--- src/rtl/nibble_ser_pkg.sv ---
// Shared types and helpers for the nibble serializer.
//   ser_state_e    : engine state (IDLE, SHIFT)
//   DEF_WIDTH/DEPTH: default frame length and FIFO depth
//   first_bit_idx(): index of the bit presented first in a frame
package nibble_ser_pkg;
  typedef enum logic [0:0] {
    IDLE  = 1'b0,
    SHIFT = 1'b1
  } ser_state_e;

  localparam int DEF_WIDTH = 4;
  localparam int DEF_DEPTH = 2;

  function automatic int first_bit_idx(input int width, input bit msb_first);
    return msb_first ? width - 1 : 0;
  endfunction
endpackage

--- src/rtl/sync_fifo.sv ---
// Single-clock FIFO with first-word-fall-through read data.
//   clk, reset : clock, async active-high reset (empties the FIFO)
//   push/wdata : write wdata at the tail (ignored when full)
//   pop/rdata  : rdata always shows the head; pop advances it (ignored when empty)
//   full/empty : status decoded from the registered pointers
module sync_fifo #(
  parameter int WIDTH = 4,
  parameter int DEPTH = 2
) (
  input  logic             clk,
  input  logic             reset,
  input  logic             push,
  input  logic             pop,
  input  logic [WIDTH-1:0] wdata,
  output logic [WIDTH-1:0] rdata,
  output logic             full,
  output logic             empty
);
  localparam int AW = $clog2(DEPTH);

  logic [WIDTH-1:0] mem [DEPTH];
  // Extra MSB distinguishes full from empty when the index bits match.
  logic [AW:0]      wptr, rptr;
  logic             do_push, do_pop;

  assign full    = (wptr[AW] != rptr[AW]) && (wptr[AW-1:0] == rptr[AW-1:0]);
  assign empty   = (wptr == rptr);
  assign do_push = push && !full;
  assign do_pop  = pop && !empty;
  assign rdata   = mem[rptr[AW-1:0]];

  always_ff @(posedge clk or posedge reset) begin
    if (reset) begin
      wptr <= '0;
      rptr <= '0;
    end else begin
      if (do_push) wptr <= wptr + 1'b1;
      if (do_pop)  rptr <= rptr + 1'b1;
    end
  end

  // Storage carries no reset; contents are only visible through valid pointers.
  always_ff @(posedge clk) begin
    if (do_push) mem[wptr[AW-1:0]] <= wdata;
  end
endmodule

--- src/rtl/nibble_serializer.sv ---
// Parallel-to-serial front end for a serial-in shift register.
//   clk, reset         : clock, async active-high reset (drops any partial word)
//   in_data/in_valid   : word input, accepted when in_ready
//   in_ready           : FIFO not full
//   en                 : shift enable; 0 freezes the engine, pushes still land
//   ser_out/ser_valid  : serial bit and its qualifier
//   word_done          : last bit of a word is on ser_out
//   busy               : FIFO non-empty or engine shifting
module nibble_serializer
  import nibble_ser_pkg::*;
#(
  parameter int WIDTH     = DEF_WIDTH,
  parameter int DEPTH     = DEF_DEPTH,
  parameter bit MSB_FIRST = 1'b1
) (
  input  logic             clk,
  input  logic             reset,
  input  logic [WIDTH-1:0] in_data,
  input  logic             in_valid,
  output logic             in_ready,
  input  logic             en,
  output logic             ser_out,
  output logic             ser_valid,
  output logic             word_done,
  output logic             busy
);
  localparam int            CW    = $clog2(WIDTH);
  localparam int            FIRST = first_bit_idx(WIDTH, MSB_FIRST);
  localparam logic [CW-1:0] LAST  = CW'(WIDTH - 1);

  ser_state_e       state;
  logic [WIDTH-1:0] shift_reg;
  logic [CW-1:0]    bit_cnt;
  logic [WIDTH-1:0] fifo_rdata;
  logic             fifo_full, fifo_empty;
  logic             push, pop, last;

  assign in_ready = !fifo_full;
  assign push     = in_valid && in_ready;
  assign last     = (state == SHIFT) && (bit_cnt == LAST);
  // Load on the idle->shift transition or straight after a last bit, so
  // consecutive words stream without a bubble.
  assign pop      = en && !fifo_empty && ((state == IDLE) || last);

  sync_fifo #(.WIDTH(WIDTH), .DEPTH(DEPTH)) u_fifo (
    .clk   (clk),
    .reset (reset),
    .push  (push),
    .pop   (pop),
    .wdata (in_data),
    .rdata (fifo_rdata),
    .full  (fifo_full),
    .empty (fifo_empty)
  );

  // Outputs decode registered state only; reset clears them asynchronously.
  assign ser_valid = (state == SHIFT);
  assign ser_out   = (state == SHIFT) && shift_reg[FIRST];
  assign word_done = last;
  assign busy      = (state == SHIFT) || !fifo_empty;

  always_ff @(posedge clk or posedge reset) begin
    if (reset) begin
      state     <= IDLE;
      shift_reg <= '0;
      bit_cnt   <= '0;
    end else if (en) begin
      if (pop) begin
        state     <= SHIFT;
        shift_reg <= fifo_rdata;
        bit_cnt   <= '0;
      end else if (last) begin
        state     <= IDLE;
        shift_reg <= '0;
        bit_cnt   <= '0;
      end else if (state == SHIFT) begin
        // The next bit always moves into the FIRST position.
        shift_reg <= MSB_FIRST ? (shift_reg << 1) : (shift_reg >> 1);
        bit_cnt   <= bit_cnt + 1'b1;
      end
    end
  end
endmodule

--- config.mk ---
export PLATFORM = sky130hd
export DESIGN_NAME = nibble_serializer
export DESIGN_NICKNAME = d
export VERILOG_FILES = /design/src/rtl/nibble_ser_pkg.sv /design/src/rtl/sync_fifo.sv /design/src/rtl/nibble_serializer.sv
export SDC_FILE = /design/constraint.sdc
export NUM_CORES = 1
export LEC_CHECK = 0
export BUFFER_PORTS_ARGS = -buffer_cell sky130_fd_sc_hd__buf_2
export CAP_MARGIN = 20
export CORE_UTILIZATION = 53
export DETAILED_ROUTE_END_ITERATION = 12
export PLACE_DENSITY = 0.72
export SYNTH_ARGS = -nofsm -noshare
export SYNTH_HDL_FRONTEND = slang
export SYNTH_SLANG_ARGS = --single-unit
export TNS_END_PERCENT = 5
--- constraint.sdc ---
create_clock -name clk -period 1.85 [get_ports clk]
set_clock_uncertainty 0.05 [all_clocks]
set_input_delay 0 -clock clk [delete_from_list [all_inputs] [get_ports clk]]
set_output_delay 0 -clock clk [all_outputs]
set_load 0.01 [all_outputs]
# ---- Word level (Yosys, flattened, before mapping)
# Memories as Yosys holds them, arrays and structs flattened.
# Cells that the tools add are included.
dict set report totals {
  regBits 11
  ram_bits 8
  in_bits 8
  elab_cells 40
  memories 1
}
dict set report classes {
  addsub 3
  eq_ne 4
  muxes 10
  n_bitwise 1
  n_reduce_logical 16
}
# memory words width rd rd_clocked_by_memory_dff wr line_no
set memory_table {}
lappend memory_table {u_fifo.mem 2 4 1 0 1 sync_fifo.sv:21} ;# logic [WIDTH-1:0] mem [DEPTH];
# operator count
set op_table {}
lappend op_table {{$mux 4} 3}
lappend op_table {{$logic_and 1x1->1} 8}
lappend op_table {{$add 2x1->2 const B} 3}
lappend op_table {{$mux 2} 3}
lappend op_table {{$mux 1} 4}
lappend op_table {{$reduce_and 2->1} 2}
lappend op_table {{$reduce_bool 3->1} 1}
lappend op_table {{$eq 2x2->1} 1}
lappend op_table {{$eq 2x2->1 const B} 1}
lappend op_table {{$logic_not 1->1} 2}
lappend op_table {{$logic_or 1x1->1} 2}
lappend op_table {{$reduce_bool 2->1} 1}
lappend op_table {{$eq 1x1->1} 1}
lappend op_table {{$ne 1x1->1} 1}
lappend op_table {{$not 1->1} 1}

# ---- Logic depth before layout (Yosys ltp)
dict set report depth {
  depth_word 7
  depth_mapped 6
}

# ---- Hierarchy
# A second synthesis with hierarchy kept.
dict set report unflattened {
  hier_cells 83
  hier_area_um2 1008.5
}
# mod instances cells_per_inst area_each_um2
set by_module_without_submodules {}
lappend by_module_without_submodules {sync_fifo 1 39 541.8}
lappend by_module_without_submodules {nibble_serializer 1 44 466.7}

# ---- Least setup slack after synthesis
# OpenSTA, ideal clock, no wires.
dict set report synth_path {
  path_type {register -> register}
  startpoint {reg u_fifo.rptr[1]}
  endpoint {mem u_fifo.mem[0][0], enable pin}
  setup_time_ns 0.329
  t_arrival_ns 1.233
  setup_slack_ns 0.238
  stages_incl_launch_ff 5
  path_buffers 0
  synth_period_minus_slack_ns 1.612
  cell_sequence {dfrtp_1 > xnor2_2 > nand2b_1 > nand2_1 > nor2_1}
}
dict set report synth_between {
  elab_chain_cells 7
}
# element line_no
set synth_rtl {}
lappend synth_rtl {{start: declaration} sync_fifo.sv:23} ;# logic [AW:0] wptr, rptr;
lappend synth_rtl {{start signal: assignment} sync_fifo.sv:38} ;# if (do_pop) rptr <= rptr + 1'b1;
lappend synth_rtl {{$ne 1x1->1 *} sync_fifo.sv:26} ;# assign full = (wptr[AW] != rptr[AW]) && (wptr[AW-1:0] == rptr[AW-1:0]);
lappend synth_rtl {{$logic_and 1x1->1 *} sync_fifo.sv:26}
lappend synth_rtl {{$logic_not 1->1 *} nibble_serializer.sv:38} ;# assign in_ready = !fifo_full;
lappend synth_rtl {{via in_ready} nibble_serializer.sv:20} ;# output logic in_ready,
lappend synth_rtl {{$logic_and 1x1->1} nibble_serializer.sv:39} ;# assign push = in_valid && in_ready;
lappend synth_rtl {{$logic_and 1x1->1 *} sync_fifo.sv:28} ;# assign do_push = push && !full;
lappend synth_rtl {{$mux 1 *} sync_fifo.sv:44} ;# if (do_push) mem[wptr[AW-1:0]] <= wdata;
lappend synth_rtl {{$mux 1 (not written as such) *} sync_fifo.sv:44}
lappend synth_rtl {{end: declaration} sync_fifo.sv:21}
# Mark *: on every way through the listed nets, which the timed path passes. The rest lies on a longest branch.

# ---- Worst setup path in the final report
dict set report layout_path {
  startpoint {reg u_fifo.rptr[1]}
  endpoint {mem u_fifo.mem[0][3], enable pin}
}
dict set report layout_between {
  elab_chain_cells 7
}
# element line_no
set layout_rtl {}
lappend layout_rtl {{$ne 1x1->1 *} sync_fifo.sv:26}
lappend layout_rtl {{$logic_and 1x1->1 *} sync_fifo.sv:26}
lappend layout_rtl {{$logic_not 1->1 *} {sync_fifo.sv:28, nibble_serializer.sv:38}}
lappend layout_rtl {{$logic_and 1x1->1} nibble_serializer.sv:39}
lappend layout_rtl {{$logic_and 1x1->1 *} sync_fifo.sv:28}
lappend layout_rtl {{$mux 1 *} sync_fifo.sv:44}
lappend layout_rtl {{$mux 1 (not written as such) *} sync_fifo.sv:44}
# Every way passes the cells marked *; elsewhere a longest branch is shown, timed or not.

==> reports/summary.md <==
The flow ran to the end, and the final reports show no timing, DRC or antenna violations. The library cell used most frequently in the layout, excluding fill and tap cells, is buf_2. TritonCTS built the clock tree. The H-tree depth reported by CTS is 1, and the total nets after synthesis is 76. The largest fanout on the critical path was 6; the layout cell share with drive strength beyond 1 was 27.0%. Starting utilization of the core area: 57.0%. Across the VDD grid, the largest voltage drop is 1.11 mV. The number of cells on the worst reg-to-reg path is 4.

The initial antenna violation count was 0. For the pin with the worst max-slew slack, the measured transition is 0.424 ns. For this run, design rule violations remaining after detail routing come to 0.

Traced cell by cell, the critical path runs through xnor2_2, nand2b_1, nand2_1, nor2_1. On the worst path, the slowest cell contributes a delay of 0.43 ns. The run gives 933 um2 as the placed standard-cell area.

The register with the most flip-flops in the layout has 8 of them. The final period utilization is 91.2%. Setup repair after global routing left no endpoint under its margin. Clock tree synthesis inserted a total of 3 buffers. Flip-flop cell with the highest count after synthesis: dfrtp_1. The synthesized design contains 8 enable-type register cells.

For the data arrival at the endpoint of the critical path, the log shows 1.61 ns. The global-route wire length before repair is 2210 um, and the gate count after technology mapping is 67. The ratio of total power to cell area came out at 1600 nW/um2.

The repair_antennas step left the layout with diodes totalling 0. Biggest area consumer among synthesized cells: dfrtp_1. The die is 42.2 um tall. The sequential cell area was 515 um2; the final weighted congestion in routability-driven placement was 0.708.

The layout filler cell count was 111. In the layout the commonest cells are 12 x buf_2, 11 x dfrtp_1, 9 x nand2_1. Relative to the synthesized area, the layout overhead comes to 20.0%. Sequential elements use 60.1% of the synthesized area.

The area of the die was 1780 um2. The worst setup path is of the flop to flop kind. The worst register-to-register path begins at u_fifo.rptr[1]. The path type of the worst min-delay path is input pin to async pin. Summed over all cells, the static leakage comes to 0.446 nW.

The run gives 2 as the buffer depth of the longest clock path. The capturing element type of the critical path is a flop. Setup violations remaining at the end of the flow were counted as 0. Boundary pin count: 13.

Across every metal layer, demand over resource in global routing totals 17.2%. The flip-flop and latch count after synthesis is 19, and the clock transition at the register clock pins on the worst setup and hold paths after CTS is 0.10 ns. For this design, the CTS-stage hold fixing added 7 buffers. Pin count of the biggest net entering global routing: 12. The tree is rooted in a clkbuf_4.

Yosys mapped the design onto 26 distinct sky130hd cell types. Number of violations reported at the end of detailed-routing iteration 0: 7. The tools report the total length of routed wires as 1250 um. The clock sink count is 19, and the number of nets in the layout is 99.

The cell area after layout is 1030 um2. Ranked by total cell area, the synthesized netlist is headed by dfrtp_1 32%, edfxtp_1 28%, mux2_2 5.2%. The run gives 0 as the number of endpoints with negative hold slack in the final report. The core region is 1510 um2.

The tools report the insertion delay of the later-clocked pin in the worst-skew pair as 0.29 ns. In this run the post-CTS setup repair buffer count came out at 0. The number of gates resized after CTS was 0. Counting flops with an async set or reset pin after synthesis yields a share of 57.9%. The number of max-slew violations in the final report was 0. During placement, the flow inserted port buffers numbering 12. The tools report the first-pass iteration count of the detailed router as 4. The highest-delay cell along the critical path was dfrtp_1.

After floorplanning, the core was divided into 14 placement rows. The minimum period implied by the final worst setup slack works out to 1.69 ns. Summing all multi-input logic gate instances after layout gives 315 um2. The startpoint type of the worst setup path is a flop. Global-route congestion overflow total: 0. Max-cap violations in this run came to 0. For the post-detailed-route count of antenna-violating nets, the log shows 0. The logs give 0 ns for the total negative setup slack and 858 um2 for the post-synth design cell area.

Number of vias per cell after detailed routing: 5.22. Dividing the detail-routed wire length by the instance count gives 11.9 um. The synthesized area divided by synthesized cell count works out to 12.8 um2.

Die boundary width: 42.2 um. The tools report the number of global-route vias before repair as 542. Timing would allow up to 593 MHz. STA puts the critical path data required time at 1.77 ns. Setup slack on the worst reg-to-reg path comes out at 0.16 ns. For this run, the number of Yosys warnings is 0. The critical path starts at u_fifo.rptr[1]. In this run the tightest slew margin relative to its limit is 71.7%.

At the end of the flow the core is filled with cells to 68.4%. The detailed router placed 548 vias in this run. The synthesized design devotes to its leading area cell type 32.1% of total area.
[cells by family after synthesis]
family	Yosys count	synth area share, %
AOI/OAI and AO/OA	14	12.8
and+or+nand+nor	17	9.33
xor gates and xnor gates	6	7.87
muxes	4	5.25
DFF	19	60.1
adders and majority gates	1	1.46
buffers and inverters	6	3.21
[per-stage QoR]
stage | std cells | worst slack, ns | total power, mW | hold slack (ns)
after floorplan | 67 | 0.238 | 1.29 | -0.198
after global placement | 94 | 0.237 | 1.43 | -0.0356
after detailed placement | 94 | 0.162 | 1.46 | -0.0340
after CTS | 105 | 0.136 | 1.67 | 0.180
after global routing | 105 | 0.00514 | 1.78 | 0.229
final | 105 | 0.164 | 1.65 | 0.177
[where the power goes]
group,switching [mW],internal (mW),leakage [nW]
Sequential,0.119,0.617,0.209
Combinational,0.376,0.336,0.221
Clock,0.115,0.0839,0.0150
Total,0.609,1.04,0.446
[cell usage after synthesis (2+ instances only)]
library cell and instances:
dfrtp_1 11, nand2_1 9, edfxtp_1 8, o21ai_1 5, inv_1 4, mux2_2 4, a32oi_1 3, nand2b_1 2
xnor2_1 2, xnor2_2 2, xor2_1 2
[critical path: cells and delay by family, from the launching register on]
kind / cells / cell delay [ns]
XOR/XNOR: 1 / 0.32
flip-flops: 1 / 0.43
AND/OR/NAND/NOR: 3 / 0.56
[metal layers]
| layer | global-route usage (%) | part of all wire (%) |
|---|---|---|
| met2 | 29.2 | 50 |
| met3 | 3.88 | 3.3 |
| met4 | 11.3 | 1.8 |
| met5 | 0 | 0 |
| met1 | 19.1 | 45 |
[final timing paths]
kind	endpoint
worst max-delay path	u_fifo.mem[0][3]
worst min-delay path	u_fifo.rptr[1]
worst max register to register	u_fifo.mem[0][3]
worst min register to register	shift_reg[3]
max in group asynchronous	shift_reg[2]
min in group clk	u_fifo.mem[0][0]
[cell type report]
class,instances,share of cell area (%)
Clock buffer,4,2.55
Inverter,4,1.46
Multi-Input combinational cell,42,30.6
Sequential cell,19,50.1
Tap cell,16,1.94
Timing Repair Buffer,20,13.4
(Power assumes the default switching activity.)
